File: src/rtl/reorder_buffer.sv
// Reorder buffer: in-order retirement of renamed instructions.
// Entries are allocated in program order at the tail and marked done out of
// order by writeback. The head retires once done. An excepting head raises a
// one-cycle flush that empties the buffer on the following edge.
module reorder_buffer #(
    parameter int ROB_SIZE  = 16,
    parameter int PRN_WIDTH = 6,
    parameter int ARN_WIDTH = 5,
    parameter int PC_SIZE   = 64
) (
    input  logic                          clk,
    input  logic                          rst_n,
    input  logic                          alloc_valid,
    output logic                          alloc_ready,
    input  logic                          alloc_writes_rd,
    input  logic [ARN_WIDTH-1:0]          alloc_rd_arch,
    input  logic [PRN_WIDTH-1:0]          alloc_p_new,
    input  logic [PRN_WIDTH-1:0]          alloc_p_old,
    input  logic [PC_SIZE-1:0]            alloc_pc,
    output logic [$clog2(ROB_SIZE)-1:0]   alloc_idx,
    input  logic                          wb_valid,
    input  logic [$clog2(ROB_SIZE)-1:0]   wb_idx,
    input  logic                          wb_exception,
    output logic                          commit_valid,
    input  logic                          commit_ready,
    output logic                          commit_writes_rd,
    output logic [ARN_WIDTH-1:0]          commit_rd_arch,
    output logic [PRN_WIDTH-1:0]          commit_p_new,
    output logic [PRN_WIDTH-1:0]          commit_p_old,
    output logic                          flush_valid,
    output logic [PC_SIZE-1:0]            flush_pc,
    output logic [$clog2(ROB_SIZE):0]     count
);

    localparam int IW = $clog2(ROB_SIZE);
    localparam int PW = IW + 1;

    // Pointers carry an extra wrap bit so full and empty are distinguishable.
    logic [PW-1:0]        head;
    logic [PW-1:0]        tail;
    logic [IW-1:0]        head_idx;
    logic [IW-1:0]        tail_idx;

    logic [ROB_SIZE-1:0]  valid_q;
    logic [ROB_SIZE-1:0]  done_q;
    logic [ROB_SIZE-1:0]  exc_q;
    logic [ROB_SIZE-1:0]  writes_q;
    logic [ARN_WIDTH-1:0] rd_arch_q [ROB_SIZE];
    logic [PRN_WIDTH-1:0] p_new_q   [ROB_SIZE];
    logic [PRN_WIDTH-1:0] p_old_q   [ROB_SIZE];
    logic [PC_SIZE-1:0]   pc_q      [ROB_SIZE];

    logic full;
    logic head_done;
    logic alloc_fire;
    logic commit_fire;

    assign head_idx = head[IW-1:0];
    assign tail_idx = tail[IW-1:0];
    assign full     = (head_idx == tail_idx) && (head[IW] != tail[IW]);
    assign count    = tail - head;

    // Head decode uses registered state only, so commit/flush never see inputs.
    assign head_done    = valid_q[head_idx] && done_q[head_idx];
    assign commit_valid = head_done && !exc_q[head_idx];
    assign flush_valid  = head_done && exc_q[head_idx];
    assign flush_pc     = pc_q[head_idx];

    assign commit_writes_rd = writes_q[head_idx];
    assign commit_rd_arch   = rd_arch_q[head_idx];
    assign commit_p_new     = p_new_q[head_idx];
    assign commit_p_old     = p_old_q[head_idx];

    // A full buffer does not look at a same-cycle commit; that keeps alloc_ready
    // independent of commit_ready at the cost of one stall cycle.
    assign alloc_ready = !full && !flush_valid;
    assign alloc_idx   = tail_idx;
    assign alloc_fire  = alloc_valid && alloc_ready;
    assign commit_fire = commit_valid && commit_ready;

    // Head/tail pointer update; a flush rewinds both to zero.
    always_ff @(posedge clk or negedge rst_n) begin
        if (!rst_n) begin
            head <= '0;
            tail <= '0;
        end else if (flush_valid) begin
            head <= '0;
            tail <= '0;
        end else begin
            if (alloc_fire)  tail <= tail + PW'(1);
            if (commit_fire) head <= head + PW'(1);
        end
    end

    // Per-entry status bits: allocation, writeback completion and retirement.
    always_ff @(posedge clk or negedge rst_n) begin
        if (!rst_n) begin
            valid_q <= '0;
            done_q  <= '0;
            exc_q   <= '0;
        end else if (flush_valid) begin
            valid_q <= '0;
            done_q  <= '0;
            exc_q   <= '0;
        end else begin
            if (wb_valid && valid_q[wb_idx]) begin
                done_q[wb_idx] <= 1'b1;
                exc_q[wb_idx]  <= wb_exception;
            end
            if (commit_fire) valid_q[head_idx] <= 1'b0;
            if (alloc_fire) begin
                valid_q[tail_idx] <= 1'b1;
                done_q[tail_idx]  <= 1'b0;
                exc_q[tail_idx]   <= 1'b0;
            end
        end
    end

    // Entry payload, captured at allocation; cleared on reset so head outputs read 0.
    always_ff @(posedge clk or negedge rst_n) begin
        if (!rst_n) begin
            writes_q <= '0;
            for (int i = 0; i < ROB_SIZE; i++) begin
                rd_arch_q[i] <= '0;
                p_new_q[i]   <= '0;
                p_old_q[i]   <= '0;
                pc_q[i]      <= '0;
            end
        end else if (alloc_fire) begin
            writes_q[tail_idx]  <= alloc_writes_rd;
            rd_arch_q[tail_idx] <= alloc_rd_arch;
            p_new_q[tail_idx]   <= alloc_p_new;
            p_old_q[tail_idx]   <= alloc_p_old;
            pc_q[tail_idx]      <= alloc_pc;
        end
    end

endmodule

File: config.mk
export PLATFORM = sky130hd
export DESIGN_NAME = reorder_buffer
export DESIGN_NICKNAME = d
export VERILOG_FILES = /design/src/rtl/reorder_buffer.sv
export SDC_FILE = /design/constraint.sdc
export NUM_CORES = 2
export LEC_CHECK = 0
export ABC_CLOCK_PERIOD_IN_PS = 8000
export CAP_MARGIN = 20
export CORE_UTILIZATION = 65
export CTS_BUF_LIST = sky130_fd_sc_hd__clkbuf_8 sky130_fd_sc_hd__clkbuf_16
export CTS_CLUSTER_DIAMETER = 120
export DETAILED_ROUTE_END_ITERATION = 6
export GPL_TIMING_DRIVEN = 1
export PLACE_DENSITY = 0.84
export SYNTH_ARGS = -nofsm -noshare
export SYNTH_HDL_FRONTEND = slang
export SYNTH_SLANG_ARGS = --single-unit
File: constraint.sdc
create_clock -name clk -period 8 [get_ports clk]
set_input_delay 1.2 -clock clk [delete_from_list [all_inputs] [get_ports clk]]
set_output_delay 1.2 -clock clk [all_outputs]
set_load 0.005 [all_outputs]
==> metrics.md <==
| Metric | Value |
|---|---|
| Clk sinks | `1,370` |
| Fin cells | `5,092` |
| CTS H-Tree Depth | `4` |
| Longest Clk Path Bufs | `3` |
| Nets | `3,824` |
| Yosys top cell area share | `a little under three fifths` |
| Mapped Avg Cell Area | `16.87 um^2` |
| Post-Syn Nets | `between 3,000 and 4,000` |
| Largest net degree at the start of global routing | `199` |
| Placed cell area | `around 64,000 um^2` |
| Yosys top cell by area | `dfrtp_1` |
| CP max stage delay | `0.98 ns` |
| Die height | `310.9 um` |
| Final Hold Fails | `0` |
| TritonCTS clock tree | `done` |
| Crit end category | `primary output` |
| Placed insts | `4,827` |
| Initial DRC Count | `2,895` |
| Total power | `30.67 mW` |
| Worst-path clk slew | `0.06 ns` |
| Die Area | `96,640 um^2` |
| Relative slew margins | `approximately a fifth` |
| Tcrit/Tclk final | `between 60% and 70%` |
| Grt ovf | `0` |
| Hpwl dp | `78,830 um` |
| CP max stage cell | `dfrtp_4` |
| Number of setup violations in the final report | `0` |
| Worst path bufs/invs | `3` |
| I/O pins | `186` |
| Synth Cell Area | `62,010 um^2` |
| Via density | `6.687` |
| Post-CTS Setup Repair Bufs | `0` |
| Critical path class | `register to primary output` |
| Req. time, crit path | `6.80 ns` |
| Critical path startpoint category | `register` |
| Prevailing post-synth register cell | `dfrtp_1` |
| Final setup TNS | `0 ns` |
| Top cells by area, synth | `dfrtp_1 (55%), mux2_2 (23%), mux4_2 (15%)` |
| Critical Path, Cell by Cell | `buf_12 > ha_1 > fa_1 > inv_1 > a21o_1 > a21oi_1 > xor2_1 > clkdlybuf4s50_1` |
| Slew @ Worst Pin | `1.185 ns` |
| Sequential area share after synthesis | `between 50 and 60%` |
| DR pass1 iterations | `6` |
| Flops & latches, synth | `1,370` |
| Initial antenna violation count | `12` |
| Row count | `112` |
| Worst-Skew Late Latency | `between 0.7 and 0.8 ns` |
| Final Max Tran Viols | `0` |
| Leakage power | `30.37 nW` |
| FMAX | `0.1814 GHz` |
| Post-synth EDFFs | `0` |
| CTS root buf | `clkbuf_16` |
| Status | `complete, no violations` |
| Wirelength per Cell | `28.66 um` |
| Design area | `about 69,000 um^2` |
| Power per Cell Area | `approximately 440 nW/um^2` |
| Vias in the first global route | `37,950` |
| DIE WIDTH | `about 310 um` |
| CORE AREA | `93,890 um^2` |
| I/O Buffers | `185` |
| Cells after Synth | `~3,700` |
| Layout cells sized above 1 | `51.70%` |
| Remaining DRCs | `0` |
| Synth async-reset ratio | `between 90% and 100%` |
| Hold crit path type | `primary input to async pin` |
| Gpl congestion | `0.8264` |
| Worst path arrival time | `4.31 ns` |
| Initial Util | `66.04%` |
| First-pass GRT wire length | `around 230,000 um` |
| Total wire length | `145,900 um` |
| Post-CTS Hold Buffers | `0` |
| Setup Skew | `about 0.035 ns` |
| Total GRT Usage | `31.20%` |
| CTS resizes | `0` |
| Antenna violation net count after detailed routing | `0` |
| CP top delay family | `buffers and inverters` |
| Period minus WS final | `5.514 ns` |
| Syn. warnings | `0` |
| RSZ-0062 raised after global routing | `no` |
| Distinct cells, synth | `45` |
| CTS buffer count | `141` |
| Area grow syn2layout | `11.75%` |
| Via count | `34,050` |
| Max Cap Viol | `0` |
| CP Max Fanout | `105` |
| Worst vdd ir | `281.3 uV` |
==> kinds of logic (layout without fill, tap and decap cells) <==
kind of cell               Yosys count  count (layout)  synth area share (%)
DFF                               1370            1370                 55.29
and+or+nand+nor                    114             114                 1.128
muxes                             1756            1756                 39.62
buffers and inverters              354             513                 2.892
adders and majority gates           13              13                0.2744
AOI/OAI and AO/OA                   61              61                0.6981
other                                0               4                     0
xor gates and xnor gates             7               7               0.09887
==> stage by stage <==
| stage | hold WS, ns | util, % | worst slack (ns) |
|---|---|---|---|
| after floorplan | 0.4587 | - | 4.142 |
| after global placement | 0.4680 | 68.59 | 3.030 |
| after detailed placement | 0.4771 | 68.59 | 2.933 |
| after CTS | 0.4906 | 73.72 | 2.320 |
| after global routing | 0.5061 | 73.80 | 2.171 |
| final | 0.4691 | 73.80 | 2.486 |
==> registers in the layout, indices dropped and copies added, names as in the netlist <==
| name | count |
|---|---|
| done_q | 16 |
| exc_q | 16 |
| head | 5 |
| p_new_q | 96 |
| p_old_q | 96 |
| pc_q | 1024 |
| rd_arch_q | 80 |
| tail | 5 |
| valid_q | 16 |
| writes_q | 16 |
==> synth_stat cells (all sizes together) (6+ instances only) <==
cell	instances
dfrtp	1370
mux2	1328
mux4	426
buf	189
clkbuf	153
nor2	24
nand4	19
nand2	18
a21oi	17
and3	17
nand3	17
o211a	16
ha	12
inv	12
o21ai	12
nor2b	6
==> placed cells by master (no fill, tap or decap), types with 19 or more instances in the layout <==
master / synthesis / layout
nor2_1: 24 / 24
dfrtp_1: 1370 / 1367
buf_4: 12 / 35
mux2_1: 73 / 73
inv_1: 12 / 43
clkbuf_8: 0 / 45
clkinv_2: 0 / 19
mux4_2: 426 / 426
mux2_2: 1255 / 1255
clkbuf_16: 0 / 149
clkdlybuf4s50_1: 0 / 184
buf_12: 1 / 20
==> per-layer routing <==
metal	share of wire [%]	wire (um)	vias up	track usage (%)
li1	-	-	13950	-
met1	40	58170	18720	41.82
met2	51	75040	1028	52.35
met3	5.8	8429	334	5.718
met4	2.9	4187	14	9.875
met5	0.056	82	-	0
==> final timing paths <==
path | cells past startpoint | slack [ns] | end | start
hold / removal | 1 | 0.47 | rd_arch_q[75]$_DFFE_PN0P_ | rst_n
setup reg to reg | 11 | 2.86 | pc_q[731]$_DFFE_PN0P_ | head[1]$_DFFE_PN0P_
min in group clk | 1 | 0.49 | pc_q[272]$_DFFE_PN0P_ | pc_q[272]$_DFFE_PN0P_
setup / recovery | 8 | 2.49 | count[4] | head[0]$_DFFE_PN0P_
max in group asynchronous | 3 | 5.48 | pc_q[188]$_DFFE_PN0P_ | rst_n
hold reg to reg | 1 | 0.49 | pc_q[272]$_DFFE_PN0P_ | pc_q[272]$_DFFE_PN0P_
==> worst register-to-register path: stages, from the launching register on <==
cell and delay (ns):
dfrtp_4 0.99, buf_12 0.63, inv_1 0.34, ha_1 0.37, nand4_1 0.10, nor2b_1 0.27
nor2b_2 0.08, buf_4 0.25, nand4_1 0.17, buf_4 0.81, buf_4 0.59, mux2_2 0.41
==> layout make-up <==
| cell class | instances | area, um^2 |
|---|---|---|
| Clock inverter | 64 | 470.5 |
| Fill cell | 5469 | 24590 |
| Tap cell | 1254 | 1569 |
| Antenna cell | 4 | 10.01 |
| Sequential cell | 1370 | 34290 |
| Clock buffer | 194 | 4348 |
| Timing Repair Buffer | 243 | 2603 |
| Multi-Input combinational cell | 1951 | 25950 |
| Inverter | 12 | 50.05 |
==> power breakdown <==
part	switching (mW)	internal, mW
logic	4.48	7.31
clock network	2.69	3.98
registers	1.93	10.3
total	9.11	21.6
Note: power is estimated with default switching activity, not from simulation.
